<file path="config.mk">
export PLATFORM = sky130hd
export DESIGN_NAME = intr_arbiter
export DESIGN_NICKNAME = d
export VERILOG_FILES = /design/src/rtl/intr_arbiter.sv
export SDC_FILE = /design/constraint.sdc
export NUM_CORES = 1
export LEC_CHECK = 0
export ABC_CLOCK_PERIOD_IN_PS = 1920
export CORE_MARGIN = 2
export CORE_UTILIZATION = 45
export CTS_CLUSTER_DIAMETER = 100
export CTS_CLUSTER_SIZE = 10
export DETAILED_ROUTE_END_ITERATION = 10
export PLACE_DENSITY = 0.79
export SYNTH_ARGS = -nofsm -noshare
export SYNTH_HDL_FRONTEND = slang
export SYNTH_SLANG_ARGS = --single-unit
</file>
<file path="constraint.sdc">
create_clock -name sysclk -period 1.92 [get_ports sysclk]
set_input_delay 0.384 -clock sysclk [delete_from_list [all_inputs] [get_ports sysclk]]
set_output_delay 0.384 -clock sysclk [all_outputs]
set_load 0.01 [all_outputs]
</file>
<file path="src/rtl/intr_arbiter.sv">
// Fixed-priority interrupt arbiter: edge-detects up to eight event sources, latches them as
// pending, and issues one PicoBlaze interrupt request at a time, reporting the granted source.
module intr_arbiter #(
    parameter int unsigned NUM_SRC        = 4,
    parameter int unsigned HOLDOFF_CYCLES = 4
) (
    input  logic               sysclk,
    input  logic               sysreset,
    input  logic [NUM_SRC-1:0] src_event,
    input  logic               mask_wr,
    input  logic [NUM_SRC-1:0] mask_data,
    input  logic               clr_wr,
    input  logic [NUM_SRC-1:0] clr_data,
    input  logic               interrupt_ack,
    output logic               interrupt_request,
    output logic [7:0]         cause,
    output logic [NUM_SRC-1:0] pending,
    output logic [NUM_SRC-1:0] overrun,
    output logic [NUM_SRC-1:0] mask
);

    localparam int unsigned CntW = (HOLDOFF_CYCLES > 1) ? $clog2(HOLDOFF_CYCLES) : 1;
    localparam logic [CntW-1:0] HoldoffLoad = CntW'(HOLDOFF_CYCLES - 1);

    typedef enum logic [1:0] {StIdle, StReq, StWaitAck, StHoldoff} state_e;

    state_e             state_q;
    logic [CntW-1:0]    cnt_q;
    logic [NUM_SRC-1:0] prev_q;
    logic [NUM_SRC-1:0] pending_q, pending_d;
    logic [NUM_SRC-1:0] overrun_q, overrun_d;
    logic [NUM_SRC-1:0] mask_q;
    logic [2:0]         grant_q;
    logic               in_service_q;
    logic               req_q;

    logic [NUM_SRC-1:0] rise;
    logic [NUM_SRC-1:0] clr_vec;
    logic [NUM_SRC-1:0] ack_clr;
    logic [NUM_SRC-1:0] elig;
    logic [2:0]         grant_idx;
    logic               ack_fire;

    assign rise     = src_event & ~prev_q;
    assign clr_vec  = {NUM_SRC{clr_wr}} & clr_data;
    assign elig     = pending_q & ~mask_q;
    assign ack_fire = (state_q == StWaitAck) && interrupt_ack;

    // Lowest index wins; indices at or above NUM_SRC simply do not exist here.
    always_comb begin
        grant_idx = 3'd0;
        for (int i = NUM_SRC - 1; i >= 0; i--) begin
            if (elig[i]) grant_idx = 3'(i);
        end
    end

    always_comb begin
        ack_clr = '0;
        for (int i = 0; i < NUM_SRC; i++) begin
            if (ack_fire && (grant_q == 3'(i))) ack_clr[i] = 1'b1;
        end
    end

    // A same-cycle rise always beats a clear so no event is dropped.
    assign pending_d = rise | (pending_q & ~clr_vec & ~ack_clr);
    assign overrun_d = (rise & pending_q) | (overrun_q & ~clr_vec);

    always_ff @(posedge sysclk or negedge sysreset) begin
        if (!sysreset) begin
            prev_q    <= '0;
            pending_q <= '0;
            overrun_q <= '0;
            mask_q    <= '1;
        end else begin
            prev_q    <= src_event;
            pending_q <= pending_d;
            overrun_q <= overrun_d;
            if (mask_wr) mask_q <= mask_data;
        end
    end

    always_ff @(posedge sysclk or negedge sysreset) begin
        if (!sysreset) begin
            state_q      <= StIdle;
            cnt_q        <= '0;
            grant_q      <= 3'd0;
            in_service_q <= 1'b0;
            req_q        <= 1'b0;
        end else begin
            req_q <= 1'b0;
            case (state_q)
                StIdle: begin
                    if (|elig) begin
                        grant_q      <= grant_idx;
                        in_service_q <= 1'b1;
                        req_q        <= 1'b1;
                        state_q      <= StReq;
                    end
                end
                StReq: state_q <= StWaitAck;
                StWaitAck: begin
                    // Mask or clear writes here never cancel the outstanding request.
                    if (interrupt_ack) begin
                        cnt_q   <= HoldoffLoad;
                        state_q <= StHoldoff;
                    end
                end
                StHoldoff: begin
                    if (cnt_q == '0) begin
                        in_service_q <= 1'b0;
                        state_q      <= StIdle;
                    end else begin
                        cnt_q <= cnt_q - CntW'(1);
                    end
                end
                default: state_q <= StIdle;
            endcase
        end
    end

    assign interrupt_request = req_q;
    assign cause             = {in_service_q, 4'b0000, grant_q};
    assign pending           = pending_q;
    assign overrun           = overrun_q;
    assign mask              = mask_q;

endmodule

</file>
==> After elaboration in Yosys (flattened, before gate mapping) <==
Cells that the tools add are included.
{ "classes": {"add_sub_neg": 1, "eq_ne": 10, "mux": 19, "bitwise": 13, "n_reduce_logical": 15} }
{ "ops": {"columns": ["cell", "n"], "rows": [
  ["$and 4x4->4", 7],
  ["$not 4->4", 4],
  ["$mux 2", 7],
  ["$reduce_and 3->1", 3],
  ["$mux 1", 8],
  ["$ne 2x2->1 const B", 4],
  ["$or 4x4->4", 2],
  ["$pmux 2 s4", 1],
  ["$eq 3x2->1 const B", 2],
  ["$logic_and 1x1->1", 5],
  ["$eq 2x2->1 const B", 2],
  ["$logic_not 2->1", 2],
  ["$pmux 2 s2", 1],
  ["$reduce_bool 2->1", 2],
  ["$reduce_or 4->1", 1],
  ["$eq 3x1->1 const B", 1],
  ["$logic_not 3->1", 1],
  ["$mux 3", 1],
  ["$eq 2x1->1 const B", 1],
  ["$pmux 1 s2", 1],
  ["$reduce_and 2->1", 1],
  ["$sub 2x1->2 const B", 1]
]} }
{ "word_totals": {"regBits": 25, "output_inout_bits": 21} }

==> Depth between registers and ports, before layout <==
Gate-level depths: netlist (run 1).
{ "depth": {"ltp_word": 7, "mapped_depth": 6, "ltp_nobuf": 6} }

==> Least setup slack after synthesis (run 1) <==
No wires, ideal clock.
{ "synth_path": {"path_kind": "register to register", "startpoint": "reg state_q[0]", "endpoint": "reg state_q[1]", "arrival_time_ns": 1.319, "slack_ns": 0.476, "path_stages_with_launch": 6, "path_buffers": 0, "synth_period_minus_slack_ns": 1.444, "path_cell_list": "dfrtp_1 > inv_1 > ha_1 > or2b_4 > o211ai_2 > mux2_4"} }
{ "synth_between": {"elab_chain_cells": 3, "word_cells_on_any_way": 9, "cone_classes": "eq/ne: 6; mux: 1; reduce/logical: 2"} }
{ "synth_rtl": {"columns": ["element", "line_no", "text"], "rows": [
  ["start: declaration", "27", "state_e state_q;"],
  ["start signal: assignment", "84", "state_q <= StIdle;"],
  ["start signal: assignment", "97", "state_q <= StReq;"],
  ["start signal: assignment", "100", "StReq: state_q <= StWaitAck;"],
  ["$eq 2x2->1 / $logic_not 2->1 (equally long branches)", "91", "case (state_q)"],
  ["$ne 2x2->1 (no line)", null, null],
  ["$reduce_and 3->1 (no line)", null, null]
]} }
Several ways; a longest one is shown, not always the timed one.
A chain may end at the register's enable or synchronous reset.

==> Final worst setup path (run 1) <==
{ "layout_path": {"startpoint": "reg mask_q[2] (netlist: mask[2])", "endpoint": "out mask[2]"} }
{ "layout_rtl": {"columns": ["element", "line_no", "text"], "rows": [
  ["start: declaration", "32", "logic [NUM_SRC-1:0] mask_q;"],
  ["start signal: assignment", "78", "if (mask_wr) mask_q <= mask_data;"],
  ["end: declaration", "19", "output logic [NUM_SRC-1:0] mask"]
]} }
No word-level cell between the ends.

==> key figures, run 1 <==
Timing
  • Final Setup Violations: 0
  • Upper clock frequency limit: 0.555 GHz
  • Setup repair after global routing missed its margin: false
  • Number of endpoints with negative hold slack in the final report: 0
  • Fin. max-slew vios: 0
  • Final TNS setup: 0 ns
  • Min Tclk post-route: 1.80 ns
  • Layout Skew: 0.00400 ns
  • Final Cycle Share: 93.8%

Finish
  • Layout cells sized above 1: 15.4%
  • Final cell utilization of the core: ~62%
  • Layout net count: 158
  • Number of filler cells placed in the layout: 203
  • Final non-filler cell total: 166
  • Layout Cell Area excl Fill: 0.00151 mm^2
  • Area overhead of the layout relative to synthesis: 30.8%
  • Antenna diodes: 0

Route
  • Number of detailed-route iterations in the first pass: 4
  • Vias: between 800 and 900
  • Via count normalized by instance count: 5.19
  • Antenna-violating nets left: 0
  • Number of design-rule violations left by the first detailed-router iteration: 5
  • Routed wire per std cell: around 14 um
  • Wire length reported by the detailed router: ~2.3 mm
  • DR DRC count: 0

Logic synthesis
  • Number of enable-type register cells in the synthesized netlist: 0
  • Post-synth ARST share: 100%
  • Cells after synthesis: approximately 100
  • Most common flop cell mapped by yosys: sky130_fd_sc_hd__dfrtp_1
  • Synth warnings: 0
  • Netlist area before placement: ~0.0012 mm^2
  • Synth unique cells: 30
  • Average size of a mapped cell: 11.3 um^2
  • Number of register bits inferred by synthesis: 24
  • Fraction of the yosys area taken by sequential cells: 52.4%

Power and ir drop
  • Share of total power in combinational logic: 42.5%
  • Switching share of power: between 30% and 40%
  • P_sw: 583 uW
  • Pint: 1100 uW
  • Lkg Pwr: 0.000646 uW
  • Sequential fraction of design power: ~44%
  • Worst vdd ir: just over 0.6 mV
  • Power Dens Cells: 1110 mW/mm^2
  • Clock share of power: 13.4%

Floorplan
  • Core area: 0.00245 mm^2
  • Die Y-Extent: approximately 55 um
  • Area of the die: 0.00299 mm^2
  • Number of ports placed on the die boundary: 38
  • Floorplan die width: 54.7 um
  • Starting utilization of the core area: 47.1%
  • FP Rows: 18

Clock network
  • Clock transition at the registers of the reported paths: 0.12 ns
  • Count of instances resized after the clock tree is built: 0
  • H-tree depth reported by CTS: 1
  • Quantity of hold-fixing buffers added after cts: 0
  • Clock tree from TritonCTS: yes
  • Clock buffer count from CTS: 3
  • Total number of clock tree sinks: 24
  • Number of buffers on the longest clock path: 2
  • Number of buffers inserted to repair setup after CTS: 0
  • Cell at the root of the clock tree: sky130_fd_sc_hd__clkbuf_4
  • Clk_lat worst skew: 0.31 ns

Worst setup path
  • Worst-path cell with the longest stage delay: sky130_fd_sc_hd__dfstp_2
  • CP Launch Type: flop
  • Arrival time of the worst setup path: 1.42 ns
  • Number of cells on the worst reg-to-reg path: 5
  • Critical path cell sequence: clkdlybuf4s50_1
  • Crit. path cell count: 1
  • Capture point of the critical path: mask[2]
  • Kind of cell with the highest combined delay on the critical path: flip-flops
  • Capture point of the worst reg-to-reg path: state_q[1]
  • Delay of the slowest critical-path stage: about 0.57 ns
  • Data required time at the worst endpoint: 1.54 ns
  • CP Capture Type: primary output
  • Launching point of the worst reg2reg path: state_q[0]
  • Number of buffer and inverter instances along the worst setup path: 1
  • Worst-path fanout max: 4
  • Startpoint of the worst setup timing path: mask[2]
  • Type of the worst setup path: flop to primary output
  • Register-to-register setup slack: 0.37 ns

Run status
  • Outcome: complete, no violations

Worst hold path
  • Class of the tightest hold or removal check: input pin to asynchronous set/reset pin

Placed design
  • HPWL after detailed placement: 1.82 mm
  • Number of I/O port buffers: 32
  • Final weighted congestion in routability-driven placement: slightly below 0.8
  • Cell area after placement: 0.00149 mm^2
  • Placed cells: 162

Global routing
  • Overall overflow remaining after global route: 0
  • Pin count of the biggest net entering global routing: 25
  • Wire length of the first global-routing pass: 3.62 mm
  • Number of antenna violations at the first check in global routing: 0
  • Vias in the first global route: 812
  • Total routing usage reported by global routing: 17.4%

Run
  • Number of maximum-capacitance violations: 0
[Yosys cell counts (all sizes together) (2+ instances only)]
| library cell | count | share of area (%) |
|---|---|---|
| or3 | 2 | 1.1 |
| ha | 4 | 4.3 |
| dfrtp | 20 | 43 |
| a21oi | 5 | 2.2 |
| nand4 | 4 | 3.5 |
| buf | 6 | 3.9 |
| nand2b | 4 | 2.8 |
| nand3 | 2 | 0.87 |
| o21ai | 5 | 2.2 |
| dfstp | 4 | 9.1 |
| a32o | 7 | 6.1 |
| inv | 11 | 3.6 |
| nor2 | 4 | 1.3 |
| mux2 | 5 | 5.2 |
| nand2 | 7 | 2.3 |
[logic make-up (layout without fill, tap and decap cells)]
family / after synthesis / after routing / share of synthesized area (%)
AOI/OAI and AO/OA: 23 / 23 / 15.3
other: 1 / 5 / 0.324
adders and majority gates: 4 / 4 / 4.33
muxes: 5 / 5 / 5.19
and+or+nand+nor: 27 / 27 / 14.6
DFF: 24 / 24 / 52.4
buffers and inverters: 18 / 48 / 7.90
[layout by cell type, fill, tap and decap left out, types with 4 or more instances in the layout]
cell type	n
sky130_fd_sc_hd__dfrtp_1	20
sky130_fd_sc_hd__ha_1	4
sky130_fd_sc_hd__nand2_1	7
sky130_fd_sc_hd__mux2_2	4
sky130_fd_sc_hd__a21oi_1	5
sky130_fd_sc_hd__clkdlybuf4s50_1	32
sky130_fd_sc_hd__nor2_1	4
sky130_fd_sc_hd__conb_1	5
sky130_fd_sc_hd__a32o_1	7
sky130_fd_sc_hd__o21ai_0	5
sky130_fd_sc_hd__dfstp_2	4
sky130_fd_sc_hd__inv_1	11
[per-layer routing]
metal | wire length, um | GRT usage (%) | up-vias
met3 | 119 | 3.55 | 2
met1 | 949 | 21.4 | 417
li1 | - | - | 420
met5 | 0 | 0 | -
met2 | 1200 | 29.4 | 23
met4 | 19 | 7.50 | 0
[power by group through the flow]
stage	clock (uW)	combinational (uW)	sequential (uW)
after detailed placement	0	723	748
after global placement	0	692	744
after global routing	255	786	760
after CTS	234	722	741
after floorplan	0	427	760
final	226	715	742
[per-stage QoR]
stage / setup slack [ns] / hold WS [ns] / power [uW]
after floorplan: 0.476 / 0.0884 / 1190
after global placement: 0.223 / 0.475 / 1440
after detailed placement: 0.189 / 0.484 / 1470
after CTS: 0.0986 / 0.412 / 1700
after global routing: 0.0694 / 0.444 / 1800
final: 0.119 / 0.411 / 1680
[how the worst min path moves through the flow]
| stage | startpoint | end | cells past startpoint |
|---|---|---|---|
| finish | sysreset | state_q[0] | 2 |
| global route | sysreset | state_q[0] | 2 |
| CTS | sysreset | state_q[0] | 2 |
| detailed placement | overrun[3] | overrun[3] | 1 |
| global placement | overrun[0] | overrun[0] | 1 |
| floorplan | sysreset | cnt_q[0] | 0 |
[area by class of cell]
| type | instances | area [um^2] | share of cell area, % |
|---|---|---|---|
| well taps | 30 | 37.5 | 2.48 |
| flip-flops and latches | 24 | 606 | 40.0 |
| multi-input cells | 64 | 474 | 31.3 |
| inverters | 11 | 41.3 | 2.73 |
| clock buffers | 4 | 26.3 | 1.74 |
| repair buffers | 33 | 328 | 21.7 |
[worst register-to-register path, cell delays in order (launching register included)]
cell and delay [ns]:
sky130_fd_sc_hd__dfrtp_1 0.40, sky130_fd_sc_hd__inv_1 0.09, sky130_fd_sc_hd__ha_1 0.24, sky130_fd_sc_hd__or2b_4 0.32, sky130_fd_sc_hd__o211ai_2 0.09, sky130_fd_sc_hd__mux2_4 0.31
[state kept, by name, indices dropped and copies added, names as in the netlist]
signal / flops
mask: 4
overrun: 4
pending: 4
prev_q: 4
cnt_q: 2
grant_q: 2
state_q: 2
in_service_q: 1
interrupt_request: 1
Note: power is estimated with default switching activity, not from simulation.
==> run 2: changes to the inputs <==
- ABC_CLOCK_PERIOD_IN_PS: 1920 -> unset
- CORE_MARGIN: 2 -> 10
- SKIP_LAST_GASP: unset -> 1
==> run 2 against run 1 <==
Against the previous run: die area grew 67%; first-iteration DRC count rose to 9.6 times the previous value; non-clock buffer count is the same; clock power rose by 18%; core utilization is 0.41 points higher; sequential power is essentially flat; total power is 3.6% higher.
==> key figures, run 2 (synthesized netlist as in run 1, its figures left out) <==
Route
  • Antenna-violating nets left: 0 (unchanged)
  • Number of detailed-route iterations in the first pass: 4 (unchanged)
  • Vias: 877 (was 862)
  • Via count normalized by instance count: 5.28 (was 5.19)
  • Routed wire per std cell: 16.3 um (was 13.8 um)
  • Wire length reported by the detailed router: 2.70 mm (was 2.28 mm)
  • DR DRC count: 0 (unchanged)
  • Number of design-rule violations left by the first detailed-router iteration: 48 (was 5)

Power and ir drop
  • Power Dens Cells: 1150 mW/mm^2 (was 1110 mW/mm^2)
  • Pwr Total: 1740 uW (was 1680 uW)
  • Worst vdd ir: 0.637 mV (was 0.610 mV)
  • Lkg Pwr: 0.000652 uW (was 0.000646 uW)

Worst setup path
  • Worst-path fanout max: 3 (was 4)
  • Number of cells on the worst reg-to-reg path: 5 (unchanged)
  • Startpoint of the worst setup timing path: mask[0] (was mask[2])
  • Data required time at the worst endpoint: 1.54 ns (about the same)
  • Register-to-register setup slack: 0.34 ns (was 0.37 ns)
  • Delay of the slowest critical-path stage: 0.57 ns (about the same)
  • Critical path cell sequence: clkdlybuf4s50_1 (unchanged)
  • Type of the worst setup path: flop to primary output (unchanged)
  • Arrival time of the worst setup path: 1.43 ns (was 1.42 ns)
  • Crit. path cell count: 1 (unchanged)
  • Capture point of the worst reg-to-reg path: state_q[1] (unchanged)
  • Kind of cell with the highest combined delay on the critical path: flip-flops (unchanged)
  • CP Capture Type: primary output (unchanged)
  • CP Launch Type: flop (unchanged)
  • Launching point of the worst reg2reg path: state_q[0] (unchanged)
  • Number of buffer and inverter instances along the worst setup path: 1 (unchanged)
  • Worst-path cell with the longest stage delay: sky130_fd_sc_hd__dfstp_2 (unchanged)
  • Capture point of the critical path: mask[0] (was mask[2])

Clock network
  • Number of buffers on the longest clock path: 2 (unchanged)
  • Clock tree from TritonCTS: yes (unchanged)
  • Clock buffer count from CTS: 3 (unchanged)
  • Number of buffers inserted to repair setup after CTS: 0 (unchanged)
  • Quantity of hold-fixing buffers added after cts: 0 (unchanged)
  • Total number of clock tree sinks: 24 (unchanged)
  • Clock transition at the registers of the reported paths: 0.13 ns (was 0.12 ns)
  • Clk_lat worst skew: 0.31 ns (about the same)
  • Cell at the root of the clock tree: sky130_fd_sc_hd__clkbuf_4 (unchanged)
  • H-tree depth reported by CTS: 1 (unchanged)
  • Count of instances resized after the clock tree is built: 0 (unchanged)

Timing
  • Final Cycle Share: 94.7% (was 93.8%)
  • Final TNS setup: 0 ns (unchanged)
  • Setup slack after layout: 0.102 ns (was 0.119 ns)
  • Layout Skew: 0.00196 ns (was 0.00400 ns)
  • Fin. max-slew vios: 0 (unchanged)
  • Setup repair after global routing missed its margin: false (unchanged)
  • Number of endpoints with negative hold slack in the final report: 0 (unchanged)
  • Upper clock frequency limit: 0.550 GHz (was 0.555 GHz)
  • Min Tclk post-route: 1.82 ns (was 1.80 ns)
  • Final Setup Violations: 0 (unchanged)

Finish
  • Antenna diodes: 0 (unchanged)
  • Combined flip-flop and latch cell area: 606 um^2 (unchanged)
  • Number of filler cells placed in the layout: 221 (was 203)
  • Final non-filler cell total: 166 (unchanged)
  • Area used by multi-input combinational logic: 474 um^2 (unchanged)
  • Layout cells sized above 1: 16.2% (was 15.4%)
  • Commonest cells after routing, fill and taps aside: sky130_fd_sc_hd__clkdlybuf4s50_1 (32), sky130_fd_sc_hd__dfrtp_1 (20), sky130_fd_sc_hd__inv_1 (11) (unchanged)
  • Layout net count: 158 (unchanged)
  • Area overhead of the layout relative to synthesis: 31.7% (was 30.8%)
  • Final cell utilization of the core: 62.0% (was 61.6%)
  • Leading cell type in the layout, fill and taps excluded: sky130_fd_sc_hd__clkdlybuf4s50_1 (unchanged)

Global routing
  • Pin count of the biggest net entering global routing: 17 (was 25)
  • Total routing usage reported by global routing: 10.9% (was 17.4%)
  • Overall overflow remaining after global route: 0 (unchanged)
  • Number of antenna violations at the first check in global routing: 0 (unchanged)
  • Wire length of the first global-routing pass: 4.51 mm (was 3.62 mm)
  • Vias in the first global route: 933 (was 812)

Run
  • Number of maximum-capacitance violations: 0 (unchanged)

Placed design
  • Placed cells: 162 (unchanged)
  • Worst slack at placement: 0.199 ns (was 0.189 ns)
  • HPWL after detailed placement: 2.24 mm (was 1.82 mm)
  • Number of I/O port buffers: 32 (unchanged)
  • Final weighted congestion in routability-driven placement: 0.775 (was 0.782)

Floorplan
  • Floorplan die width: 70.7 um (was 54.7 um)
  • Die Y-Extent: 70.7 um (was 54.7 um)
  • Area of the die: 0.00500 mm^2 (was 0.00299 mm^2)
  • Core area: 0.00245 mm^2 (unchanged)
  • Number of ports placed on the die boundary: 38 (unchanged)
  • FP Rows: 18 (unchanged)
  • Starting utilization of the core area: 47.1% (unchanged)

Run status
  • Outcome: complete, no violations (unchanged)

Worst hold path
  • Class of the tightest hold or removal check: input pin to asynchronous set/reset pin (unchanged)
[run 2: cell types whose count changed in the layout (fill, tap and decap cells not counted)]
| cell | change |
|---|---|
| sky130_fd_sc_hd__clkbuf_8 | +1 |
| sky130_fd_sc_hd__clkbuf_1 | -1 |
[run 2: how the worst min path moves through the flow]
stage / endpoint / slack [ns] / cells past startpoint
after floorplan: cnt_q[0] / 0.09 / 0
after global placement: overrun[0] / 0.47 / 1
after detailed placement: overrun[1] / 0.48 / 1
after CTS: grant_q[1] / 0.37 / 1
after global routing: grant_q[1] / 0.35 / 1
final: grant_q[1] / 0.35 / 1
[run 2: power by group]
group          internal (uW)  switching (uW)
Sequential               632             112
Clock                    116             151
Combinational            388             346
[run 2: worst reg2reg max path, stage by stage, from the launching register on]
cell,delay (ns)
sky130_fd_sc_hd__dfrtp_1,0.41
sky130_fd_sc_hd__inv_1,0.11
sky130_fd_sc_hd__ha_1,0.24
sky130_fd_sc_hd__or2b_4,0.31
sky130_fd_sc_hd__o211ai_2,0.09
sky130_fd_sc_hd__mux2_4,0.32
[run 2: stage by stage]
step           hold WS (ns)  instance area [um^2]
5_1_grt               0.354                  1520
2_1_floorplan        0.0884                  1170
3_5_place_dp          0.483                  1490
6_report              0.346                  1520
3_3_place_gp          0.475                  1490
4_1_cts               0.367                  1520
[run 2: per-layer routing]
layer,track usage [%],wire length [um]
met1,11.3,1080
met2,19.8,1430
met3,3.49,161
met4,3.87,29
met5,0,0
[run 2: cell type report]
type                            count  area share (%)
Clock buffer                        4            2.38
Inverter                           11            2.71
Multi-Input combinational cell     64            31.1
Sequential cell                    24            39.8
Tap cell                           30            2.47
Timing Repair Buffer               33            21.5
==> run 3: changes to the inputs <==
- CTS_CLUSTER_SIZE: 10 -> unset
==> results of run 3 <==
The final DEF is identical to that of run 2; final timing and power are the same.
